<file path="src/rtl/reg_skid_if.sv">
// Valid/ready bus between an upstream producer, the reg_skid stage and its consumer.
// The producer/testbench side takes the master modport, and the skid stage takes the slave modport.
interface reg_skid_if #(
  parameter int NUM = 16
);
  logic           IN_VALID;
  logic           IN_READY;
  logic [NUM-1:0] IN;
  logic           OUT_VALID;
  logic           OUT_READY;
  logic [NUM-1:0] OUT;
  logic [1:0]     LEVEL;

  modport master (
    output IN_VALID,
    output IN,
    output OUT_READY,
    input  IN_READY,
    input  OUT_VALID,
    input  OUT,
    input  LEVEL
  );

  modport slave (
    input  IN_VALID,
    input  IN,
    input  OUT_READY,
    output IN_READY,
    output OUT_VALID,
    output OUT,
    output LEVEL
  );
endinterface

</file>
<file path="src/rtl/reg_skid.sv">
// Two-entry skid buffer: main register M drives OUT, and skid register S absorbs one word on a stall.
// Handshake outputs come from registers only, so IN_READY never depends on OUT_READY.
module reg_skid #(
  parameter int NUM = 16
) (
  input  logic     clk,
  input  logic     rst,
  reg_skid_if.slave bus
);
  typedef enum logic [1:0] {
    ST_EMPTY = 2'd0,
    ST_ONE   = 2'd1,
    ST_TWO   = 2'd2
  } state_t;

  state_t         state_q;
  logic [NUM-1:0] m_q;
  logic [NUM-1:0] s_q;
  logic           out_valid_q;
  logic           in_ready_q;
  logic [1:0]     level_q;

  logic push;
  logic pop;

  assign push = bus.IN_VALID & in_ready_q;
  assign pop  = out_valid_q & bus.OUT_READY;

  always_ff @(posedge clk or posedge rst) begin
    if (rst) begin
      state_q     <= ST_EMPTY;
      m_q         <= '0;
      s_q         <= '0;
      out_valid_q <= 1'b0;
      in_ready_q  <= 1'b1;
      level_q     <= 2'd0;
    end else begin
      case (state_q)
        ST_EMPTY: begin
          if (push) begin
            m_q         <= bus.IN;
            state_q     <= ST_ONE;
            out_valid_q <= 1'b1;
            in_ready_q  <= 1'b1;
            level_q     <= 2'd1;
          end
        end
        ST_ONE: begin
          case ({push, pop})
            2'b11: m_q <= bus.IN;
            2'b10: begin
              // Consumer stalled: park the younger word in S and stop upstream.
              s_q         <= bus.IN;
              state_q     <= ST_TWO;
              in_ready_q  <= 1'b0;
              level_q     <= 2'd2;
            end
            2'b01: begin
              // M keeps its stale value; OUT_VALID low marks it as dead.
              state_q     <= ST_EMPTY;
              out_valid_q <= 1'b0;
              level_q     <= 2'd0;
            end
            default: ;
          endcase
        end
        ST_TWO: begin
          if (pop) begin
            m_q        <= s_q;
            state_q    <= ST_ONE;
            in_ready_q <= 1'b1;
            level_q    <= 2'd1;
          end
        end
        default: begin
          state_q     <= ST_EMPTY;
          out_valid_q <= 1'b0;
          in_ready_q  <= 1'b1;
          level_q     <= 2'd0;
        end
      endcase
    end
  end

  // Held off while rst is high; returns as soon as reset releases with state already EMPTY.
  assign bus.IN_READY  = in_ready_q & ~rst;
  assign bus.OUT_VALID = out_valid_q;
  assign bus.OUT       = m_q;
  assign bus.LEVEL     = level_q;
endmodule

</file>
<file path="src/flat_wrapper.sv">
// flat-port wrapper written by rule: the top's interface ports become plain ports
module reg_skid_flat 
#(
  parameter int NUM = 16
)
  (clk, rst, bus_IN_VALID, bus_IN, bus_OUT_READY, bus_IN_READY, bus_OUT_VALID, bus_OUT, bus_LEVEL);
  reg_skid_if #(.NUM(NUM)) bus_i ();
  input  logic clk;
  input  logic rst;
  input wire logic [$bits(bus_i.IN_VALID)-1:0] bus_IN_VALID;
  input wire logic [$bits(bus_i.IN)-1:0] bus_IN;
  input wire logic [$bits(bus_i.OUT_READY)-1:0] bus_OUT_READY;
  output wire logic [$bits(bus_i.IN_READY)-1:0] bus_IN_READY;
  output wire logic [$bits(bus_i.OUT_VALID)-1:0] bus_OUT_VALID;
  output wire logic [$bits(bus_i.OUT)-1:0] bus_OUT;
  output wire logic [$bits(bus_i.LEVEL)-1:0] bus_LEVEL;
  assign bus_i.IN_VALID = bus_IN_VALID;
  assign bus_i.IN = bus_IN;
  assign bus_i.OUT_READY = bus_OUT_READY;
  assign bus_IN_READY = bus_i.IN_READY;
  assign bus_OUT_VALID = bus_i.OUT_VALID;
  assign bus_OUT = bus_i.OUT;
  assign bus_LEVEL = bus_i.LEVEL;
  reg_skid #(.NUM(NUM)) u_core (.clk(clk), .rst(rst), .bus(bus_i));
endmodule
</file>
<file path="config.mk">
export PLATFORM = sky130hd
export DESIGN_NAME = reg_skid_flat
export DESIGN_NICKNAME = d
export VERILOG_FILES = /design/src/rtl/reg_skid_if.sv /design/src/rtl/reg_skid.sv /design/src/flat_wrapper.sv
export SDC_FILE = /design/constraint.sdc
export NUM_CORES = 1
export LEC_CHECK = 0
export ABC_AREA = 0
export CAP_MARGIN = 0
export CORE_MARGIN = 3
export CORE_UTILIZATION = 45
export CTS_CLUSTER_DIAMETER = 120
export DETAILED_ROUTE_END_ITERATION = 16
export GPL_TIMING_DRIVEN = 0
export HOLD_SLACK_MARGIN = 0.03
export PLACE_DENSITY_LB_ADDON = 0.05
export SLEW_MARGIN = 20
export SYNTH_ARGS = -nofsm -noshare
export SYNTH_HDL_FRONTEND = slang
export SYNTH_SLANG_ARGS = --single-unit
</file>
<file path="constraint.sdc">
create_clock -name clk -period 2.75 [get_ports clk]
set_input_delay 0.6875 -clock clk [delete_from_list [all_inputs] [get_ports clk]]
set_output_delay 0.6875 -clock clk [all_outputs]
set_load 0.01 [all_outputs]
</file>
Word-level counts from Yosys, hierarchy flattened
Index checks and enable logic that the tools add are counted.
{ "classes": {"n_eq_ne": 11, "bitwise": 5, "reduce_logical": 7, "n_mux": 14} }
{ "ops": {"columns": ["op", "n"], "rows": [
  ["2-to-1 mux 16 bit", 3],
  ["one-hot mux 16 bit (3 select lines)", 1],
  ["AND reduction 3 bit", 3],
  ["inequality test 2 x 1 -> 1 bit, second input constant", 4],
  ["== test 2 bit, second input constant", 3],
  ["one-hot mux 1 bit (3 select lines)", 2],
  ["one-hot mux 2 bit (3 select lines)", 1],
  ["== test 2 x 1 -> 1 bit, second input constant", 2],
  ["2-to-1 mux 1 bit", 4],
  ["2-to-1 mux 2 bit", 2],
  ["one-hot mux 2 bit (2 select lines)", 1],
  ["AND reduction 4 bit", 1],
  ["bitwise AND 1 bit", 3],
  ["inequality test 3 x 1 -> 1 bit, second input constant", 1],
  ["nonzero test 3 bit", 1],
  ["zero test 2 bit", 1],
  ["inequality test 2 bit, second input constant", 1],
  ["inverter 1 bit", 2],
  ["AND reduction 2 bit", 1]
]} }
{ "totals": {"out_inout_bits": 20, "reg_bits": 36, "word_cells": 42} }

Longest topological paths before layout
Gate-level depths: netlist of the first run.
{ "depth": {"ltp_word": 4, "ltp_mapped": 6, "depth_no_buf": 3} }

Worst setup path after synthesis of the first run
Ideal clock, no wire load.
{ "synth_timing": {"path_type": "input port to flip-flop", "from": "in bus_IN_VALID", "to": "reg u_core.m_q[2], in the netlist u_core.bus.OUT[2]", "stages": 4, "n_path_buf": 1, "t_required_ns": 2.622, "arrival_time_ns": 1.664, "setup_slack_ns": 0.958, "cell_sequence": "nand2_1 > o32ai_4 > buf_6 > mux2_1"} }
{ "synth_via": {"elab_chain_len": 4, "elab_cells_between_ends": 5} }
{ "synth_rtl": {"columns": ["item", "line", "text"], "rows": [
  ["start: declaration", "flat_wrapper.sv:10", "input wire logic [$bits(bus_i.IN_VALID)-1:0] bus_IN_VALID;"],
  ["bitwise AND 1 bit (*)", "reg_skid.sv:26", "assign push = bus.IN_VALID & in_ready_q;"],
  ["== test 2 bit", "reg_skid.sv:49", "case ({push, pop})"],
  ["inequality test 2 bit (no source line)", null, null],
  ["AND reduction 4 bit (no source line) (*)", null, null],
  ["end signal: assignment", "reg_skid.sv:41", "m_q <= bus.IN;"],
  ["end signal: assignment", "reg_skid.sv:50", "2'b11: m_q <= bus.IN;"],
  ["end signal: assignment", "reg_skid.sv:69", "m_q <= s_q;"],
  ["end: declaration", "reg_skid.sv:17", "logic [NUM-1:0] m_q;"]
]} }
Every way passes the cells marked *; elsewhere a longest branch is shown, timed or not.
A chain may end at the register's enable or synchronous reset.

Final worst setup path of the first run
{ "layout_timing": {"from": "in rst", "to": "out bus_IN_READY"} }
{ "layout_via": {"elab_chain_len": 2} }
{ "layout_rtl": {"columns": ["item", "line", "text"], "rows": [
  ["start: declaration", "flat_wrapper.sv:9", "input logic rst;"],
  ["inverter 1 bit", "reg_skid.sv:86", "assign bus.IN_READY = in_ready_q & ~rst;"],
  ["bitwise AND 1 bit", "reg_skid.sv:86", null],
  ["end: declaration", "flat_wrapper.sv:13", "output wire logic [$bits(bus_i.IN_READY)-1:0] bus_IN_READY;"]
]} }
No other way between the ends.

==> results of run 1 <==
[final cells by class]
class                           instances  area share, %
Sequential cell                        36          40.94
Multi-Input combinational cell         67          32.60
Timing Repair Buffer                   39          17.72
Clock buffer                            7          3.918
Tap cell                               46          2.612
Buffer                                  5          1.533
Clock inverter                          1         0.3407
Inverter                                2         0.3407
[worst reg2reg max path, stage by stage (launching register included)]
cell and delay [ps]:
dfstp_2 570, nand2_1 140, o32ai_4 450, buf_6 250
mux2_1 340
[cells by family (layout without fill, tap and decap cells)]
logic type	count (synthesis)	in the layout	synth area share [%]
multiplexers	49	49	34.49
flip-flops	36	36	54.29
AO/OA/AOI/OAI	9	9	5.648
AND/OR/NAND/NOR	9	9	3.088
buffers and inverters	7	54	2.485
[final timing paths]
check	from	end	slack, ps	cells after the start
setup / recovery	rst	bus_IN_READY	290	3
hold / removal	u_core.bus.OUT[6]	u_core.bus.OUT[6]	490	1
setup reg to reg	u_core.in_ready_q	u_core.bus.OUT[6]	890	4
hold reg to reg	u_core.bus.OUT[6]	u_core.bus.OUT[6]	490	1
max in group asynchronous	rst	u_core.s_q[6]	1400	2
min in group asynchronous	rst	u_core.bus.OUT[3]	880	2
[registers in the layout, indices dropped and copies added (netlist names)]
| signal | flops |
|---|---|
| u_core.bus.OUT | 16 |
| u_core.bus.OUT_VALID | 1 |
| u_core.s_q | 16 |
| u_core.in_ready_q | 1 |
| u_core.state_q | 2 |
[routing by layer]
metal  track usage (%)  vias to the layer above
li1                  -                      484
met5                 0                        -
met1             18.39                      514
met2             27.10                       29
met4             6.091                        0
met3             7.589                        6
[power by group through the flow]
stage	logic (mW)	registers, mW	clock network [mW]
4_1_cts	0.517	0.789	0.397
3_5_place_dp	0.514	0.796	0
2_1_floorplan	0.182	0.834	0
6_report	0.507	0.786	0.387
5_1_grt	0.551	0.811	0.431
3_3_place_gp	0.503	0.786	0
[placed cells by master, fill, tap and decap left out, types with 2 or more instances in the layout]
| cell | Yosys | routed |
|---|---|---|
| o21ai_0 | 2 | 2 |
| mux2_1 | 6 | 6 |
| buf_2 | 3 | 3 |
| clkbuf_8 | 0 | 6 |
| dfrtp_1 | 35 | 35 |
| mux2_4 | 6 | 6 |
| nand2_1 | 2 | 2 |
| clkdlybuf4s50_1 | 0 | 39 |
| mux2_2 | 36 | 36 |
| nor2b_1 | 2 | 2 |
==> key figures, run 1 <==
Outcome
  – Run status: completed

Global route
  – GRT Util Overall: roughly 16%
  – Total grt overflow: 0
  – First-pass GRT wire length: 5285 um
  – Initial antenna violation count: 0
  – Vias in the first global route: roughly 1,100
  – Largest net degree at the start of global routing: 37

Clocking
  – Clk buf depth: 2
  – CTS Buf Count: 5
  – Hold Buf Count CTS: 0
  – Clk sinks: 36
  – Post-CTS Setup Bufs: 0
  – Clock Pin Slew Worst Setup and Hold Paths: 70 ps
  – CTS Root Cell: clkbuf_8
  – H-tree levels: 2
  – CTS tree: built
  – Skew-Pair Late Insertion Delay: about 290 ps
  – Cts repair resizes: 0

Synthesis
  – Largest cells by area after synthesis: dfrtp_1 53%, mux2_2 24%, mux2_4 5.4%, mux2_1 4.1%, o32ai_4 1.7%
  – Sequential area share after synthesis: a little over half
  – YS warnings: 0
  – Most numerous cell in the Yosys netlist: mux2_2
  – EDFF count, synth: 0
  – Post-synth top flop: dfrtp_1
  – Post-Syn Area: 0.001662 mm2
  – Unique masters post-synth: 25
  – Synth top area share: between 50% and 60%
  – FFs w/ async S/R, synth: 100.0%
  – Synthesized flop and latch total: 36
  – Ranking of synthesized cells by instance count: 36 x mux2_2, 35 x dfrtp_1, 6 x mux2_1, 6 x mux2_4, 3 x buf_2
  – Post-Syn Instances: 110
  – Largest area contributor in the synthesized netlist: dfrtp_1
  – Syn Area/Cell: roughly 15 um2
  – Syn Nets: 130

Final layout
  – Post-Layout Cell Count: 203
  – Final net count: between 150 and 200
  – Finished Cell Area: 0.002203 mm2
  – Register area: approximately 900 um2
  – Area of the multi-input gates: about 720 um2
  – Layout cells sized above 1: 37.58%
  – Final core area utilization: 64.01%
  – Area grow syn2layout: 32.61%
  – Antenna diodes: 0
  – Number of fill cells: 270

Floorplan
  – Io pins: 40
  – Initial Util: 48.27%
  – Core Area: around 0.0034 mm2
  – Cell Rows: 21
  – Die height: 66.77 um
  – Die X: around 67 um
  – Die area: between 0.004 and 0.005 mm2

STA
  – Unrepaired setup endpoints after global routing: false
  – Fin crit period: ~2500 ps
  – Setup TNS: 0 ps
  – Relative slew margins: between 50% and 60%
  – Setup Skew: around 5.4 ps
  – Fin. max-slew vios: 0
  – Worst-Margin Slew: approximately 740 ps
  – Final setup fails: 0
  – Final critical-path share of the clock period: 89.54%
  – Final Worst Setup Slack: 287.7 ps
  – Fmax: 406.1 MHz
  – Hold slack: 489.7 ps
  – Final Hold Viols: 0

Power and ir drop
  – Design internal power: approximately 1.3 mW
  – Worst vdd ir: 0.5728 mV
  – Sequential power share: 46.8%
  – Net Sw Frac: approximately 25%
  – Clock share of power: a little under a quarter
  – Tot Pwr: roughly 1.7 mW
  – Comb power frac: 30.2%
  – Net Sw Power: roughly 0.43 mW
  – Leakage power: approximately 1 nW
  – Pwr/cell area: approximately 760 mW/mm2

Placed design
  – GP Congestion: 0.7177
  – Setup WS pre-CTS: 172.7 ps
  – IO Port Bufs: 39
  – Detailed placement HPWL: between 2000 and 2500 um
  – Placed cell count: approximately 200
  – Dpl cell area: ~0.0021 mm2

Min path
  – Hold Crit Class: register to register

Setup path
  – Slowest cell delay on critical path: roughly 530 ps
  – Worst Path Required: 2060 ps
  – Slowest-stage cell, CP: clkdlybuf4s50_1
  – Worst Setup Start Kind: input pin
  – Most used cell, CP: clkdlybuf4s50_1
  – Setup CP Type: input pin to output pin
  – Crit. End Element: output pin
  – Top cell family by delay on the critical path: buffers and inverters
  – CP Cell Sequence: clkdlybuf4s50_1, nor2b_1, clkdlybuf4s50_1
  – Crit path max fanout: 2
  – CP Buf/Inv Count: 2
  – Arrival time worst endpoint: about 1800 ps

Route
  – Vias after detailed routing: 1,033
  – Routed WL per cell: 15.03 um
  – WL met1: 1301 um
  – DRT antenna net count: 0
  – DR top layer: met4
  – Metal2 WL: 1491 um
  – Iter 0 DRT Violations: 29
  – Routed wl met3: 206 um
  – Post-DR vias/cell: 5.089
  – TritonRoute pass-1 iters: 4
  – DRC: 0
  – Routed WL: 3051 um

Run
  – Max-cap violations: 0
Power figures use the tool's default switching activity.
==> run 2: changes to the inputs <==
Settings changed: ABC_AREA 0 to 1.
==> key figures, run 2 <==
Route
  – TritonRoute pass-1 iters: 4 (unchanged)
  – DRC: 0 (unchanged)
  – Routed WL: 3627 um (was 3051 um)
  – DRT antenna net count: 0 (unchanged)
  – Vias after detailed routing: 1,508 (was 1,033)
  – Post-DR vias/cell: 4.772 (was 5.089)
  – Routed WL per cell: 11.48 um (was 15.03 um)
  – Iter 0 DRT Violations: 121 (was 29)

Min path
  – Hold path start: u_core.s_q[2] (was u_core.bus.OUT[6])
  – Worst hold path depth: 2 (was 1)
  – Hold Crit Class: register to register (unchanged)
  – Worst hold endpoint: u_core.s_q[2] (was u_core.bus.OUT[6])

Final layout
  – Final net count: 290 (was 176)
  – Number of fill cells: 312 (was 270)
  – Layout cells sized above 1: 9.630% (was 37.58%)
  – Post-Layout Cell Count: 316 (was 203)
  – Commonest non-fill, non-tap cell in the layout: nand2_1 (was clkdlybuf4s50_1)
  – Register area: 902.1 um2 (unchanged)
  – Area of the multi-input gates: 730.7 um2 (was 718.2 um2)
  – Area grow syn2layout: 30.35% (was 32.61%)
  – Most frequent cells in the layout: 141 x nand2_1, 39 x clkdlybuf4s50_1, 35 x dfrtp_1 (was 39 x clkdlybuf4s50_1, 36 x mux2_2, 35 x dfrtp_1)
  – Antenna diodes: 0 (unchanged)

Power and ir drop
  – Clock share of power: 37.8% (was 23.0%)
  – Leakage power: 1.155 nW (was 0.9955 nW)
  – Pwr/cell area: 409.0 mW/mm2 (was 762.2 mW/mm2)
  – Worst vdd ir: 0.2362 mV (was 0.5728 mV)
  – Comb power frac: 4.9% (was 30.2%)
  – Net Sw Frac: 21.24% (was 25.36%)
  – Design internal power: 0.7271 mW (was 1.254 mW)
  – Sequential power share: 57.3% (was 46.8%)
  – Net Sw Power: 0.1961 mW (was 0.4259 mW)

Setup path
  – Crit. End Element: output pin (unchanged)
  – CP Buf/Inv Count: 2 (unchanged)
  – Worst Setup Start Kind: input pin (unchanged)
  – Arrival time worst endpoint: 1770 ps (about the same)
  – Launch point of the worst path: rst (unchanged)
  – Slowest-stage cell, CP: clkdlybuf4s50_1 (unchanged)
  – Reg2reg end: u_core.bus.OUT[1] (was u_core.bus.OUT[6])
  – Worst Reg-to-Reg Cells: 6 (was 4)
  – Setup CP Type: input pin to output pin (unchanged)
  – R2R setup slack: 1290 ps (was 890 ps)
  – Crit path max fanout: 2 (unchanged)
  – Worst Path Required: 2060 ps (about the same)
  – Reg2Reg Launch Point: u_core.state_q[1] (was u_core.in_ready_q)
  – Slowest cell delay on critical path: 540 ps (was 530 ps)
  – Top cell family by delay on the critical path: buffers and inverters (unchanged)
  – Most used cell, CP: clkdlybuf4s50_1 (unchanged)
  – CP Cell Sequence: clkdlybuf4s50_1, nor2_1, clkdlybuf4s50_1 (was clkdlybuf4s50_1, nor2b_1, clkdlybuf4s50_1)

Floorplan
  – Cell Rows: 21 (unchanged)
  – Die area: 0.004629 mm2 (was 0.004458 mm2)
  – Die X: 68.04 um (was 66.77 um)
  – Core Area: 0.003521 mm2 (was 0.003442 mm2)
  – Initial Util: 49.18% (was 48.27%)
  – Io pins: 40 (unchanged)
  – Die height: 68.04 um (was 66.77 um)

Global route
  – Initial antenna violation count: 0 (unchanged)
  – Total grt overflow: 0 (unchanged)
  – GRT Util Overall: 17.72% (was 16.40%)
  – First-pass GRT wire length: 6078 um (was 5285 um)
  – Vias in the first global route: 1,344 (was 1,138)
  – Largest net degree at the start of global routing: 37 (unchanged)

Placed design
  – IO Port Bufs: 39 (unchanged)
  – GP Congestion: 0.7541 (was 0.7177)
  – Detailed placement HPWL: 2572 um (was 2135 um)
  – Placed cell count: 309 (was 195)

Clocking
  – Skew-Pair Late Insertion Delay: 280 ps (was 290 ps)
  – Cts repair resizes: 0 (unchanged)
  – Hold Buf Count CTS: 0 (unchanged)
  – CTS Buf Count: 5 (unchanged)
  – Clk buf depth: 2 (unchanged)
  – Clock Pin Slew Worst Setup and Hold Paths: 60 ps (was 70 ps)
  – CTS tree: built (unchanged)
  – CTS Root Cell: clkbuf_8 (unchanged)
  – H-tree levels: 2 (unchanged)
  – Post-CTS Setup Bufs: 0 (unchanged)
  – Clk sinks: 36 (unchanged)

Synthesis
  – Post-Syn Area: 0.001732 mm2 (was 0.001662 mm2)
  – Post-Syn Instances: 224 (was 110)
  – Sequential area share after synthesis: 52.10% (was 54.29%)
  – YS warnings: 0 (unchanged)
  – Post-synthesis compound-gate area fraction: 1.662% (was 5.648%)
  – Synth top area share: 50.58% (was 52.71%)
  – Largest family of logic cells by synthesized area: simple AND/OR/NAND/NOR gates (was multiplexers)
  – Largest cells by area after synthesis: dfrtp_1 51%, nand2_1 31%, nand3_1 4.6%, buf_6 2.6%, nand2_4 2.0% (was dfrtp_1 53%, mux2_2 24%, mux2_4 5.4%, mux2_1 4.1%, o32ai_4 1.7%)
  – Unique masters post-synth: 17 (was 25)
  – FFs w/ async S/R, synth: 100.0% (unchanged)
  – Post-Synth XOR/XNOR Area: 0% (unchanged)
  – EDFF count, synth: 0 (unchanged)
  – Adder-Cell Fraction of Synth Area: 0% (unchanged)
  – Ranking of synthesized cells by instance count: 141 x nand2_1, 35 x dfrtp_1, 16 x nand3_1 (was 36 x mux2_2, 35 x dfrtp_1, 6 x mux2_1, 6 x mux2_4, 3 x buf_2)
  – Multiplexer share of the synthesized area: 0% (was 34.49%)
  – Post-synth top flop: dfrtp_1 (unchanged)
  – Synthesized flop and latch total: 36 (unchanged)
  – Largest area contributor in the synthesized netlist: dfrtp_1 (unchanged)
  – Syn Area/Cell: 7.731 um2 (was 15.11 um2)
  – Syn Nets: 244 (was 130)
  – Synth Area in Simple Gates: 40.53% (was 3.087%)
  – Most numerous cell in the Yosys netlist: nand2_1 (was mux2_2)

STA
  – Fin crit period: 2462 ps (about the same)
  – Fmax: 406.1 MHz (about the same)
  – Setup TNS: 0 ps (unchanged)
  – Setup Skew: 7.872 ps (was 5.390 ps)
  – Final critical-path share of the clock period: 89.53% (was 89.54%)
  – Relative slew margins: 49.77% (was 50.85%)
  – Final Hold Viols: 0 (unchanged)
  – Final setup fails: 0 (unchanged)
  – Fin. max-slew vios: 0 (unchanged)
  – Unrepaired setup endpoints after global routing: false (unchanged)
  – Worst-Margin Slew: 752.3 ps (was 736.2 ps)

Run
  – Max-cap violations: 0 (unchanged)

Outcome
  – Run status: completed (unchanged)
run 2: changes by cell type after synthesis, moves of 2 or more:
| cell | delta |
|---|---|
| nand2_1 | +139 |
| nor2b_1 | -2 |
| nor2_4 | +2 |
| mux2_4 | -6 |
| inv_2 | +2 |
| inv_1 | +2 |
| nand3_1 | +16 |
| nor2_1 | +4 |
| nand2_4 | +3 |
| mux2_2 | -36 |
| buf_6 | +3 |
| mux2_1 | -6 |
run 2: metal layers:
metal | part of all wire [%] | vias up | track usage [%]
met4 | 1.1 | 0 | 6.700
li1 | - | 781 | -
met2 | 45 | 36 | 27.32
met5 | 0 | - | 0
met3 | 4.4 | 6 | 4.105
met1 | 50 | 685 | 24.21
run 2: layout make-up:
| cell class | count | share of cell area [%] |
|---|---|---|
| Buffer | 8 | 3.104 |
| Clock buffer | 6 | 3.215 |
| Clock inverter | 1 | 0.2217 |
| Inverter | 7 | 1.275 |
| Multi-Input combinational cell | 173 | 32.37 |
| Sequential cell | 36 | 39.97 |
| Tap cell | 46 | 2.550 |
| Timing Repair Buffer | 39 | 17.29 |
run 2: cell families (layout without fill, tap and decap cells):
family                 count (synthesis)  count (layout)
buffers and inverters                 15              61
AO/OA/AOI/OAI                          5               5
flip-flops                            36              36
AND/OR/NAND/NOR                      168             168
run 2: worst max-delay path by stage:
stage,end,cells after the start
after floorplan,bus_IN_READY,1
after global placement,bus_IN_READY,3
after detailed placement,bus_IN_READY,3
after CTS,bus_IN_READY,3
after global routing,bus_IN_READY,3
final,bus_IN_READY,3
run 2: worst min-delay path: stages (launching register included):
cell and delay (ps):
dfrtp_1 340, nand2_1 50, nand2_1 50
run 2: through the flow:
step / util (%) / cell area [um2] / hold WS (ps) / power, mW / setup slack, ps
floorplan: - / 1732 / 442.2 / 0.5489 / 1206
global placement: 61.90 / 2180 / 453.7 / 0.5856 / 316.1
detailed placement: 61.90 / 2180 / 458.7 / 0.5858 / 280.3
CTS: 64.11 / 2257 / 475.6 / 0.9313 / 280.3
global route: 64.11 / 2257 / 489.6 / 0.9541 / 250.3
finish: 64.11 / 2257 / 469.8 / 0.9233 / 287.8
run 2: power groups by stage:
stage	Combinational [mW]	Clock, mW	Sequential [mW]
floorplan	0.00952	0	0.539
detailed placement	0.0464	0	0.539
global route	0.0495	0.376	0.529
finish	0.0452	0.349	0.529
CTS	0.0465	0.355	0.529
global placement	0.0461	0	0.539
==> run 3: changes to the inputs <==
Settings changed: CTS_CLUSTER_SIZE set to 10.
==> results of run 3 <==
The final DEF is identical to that of run 2; final timing and power are the same.
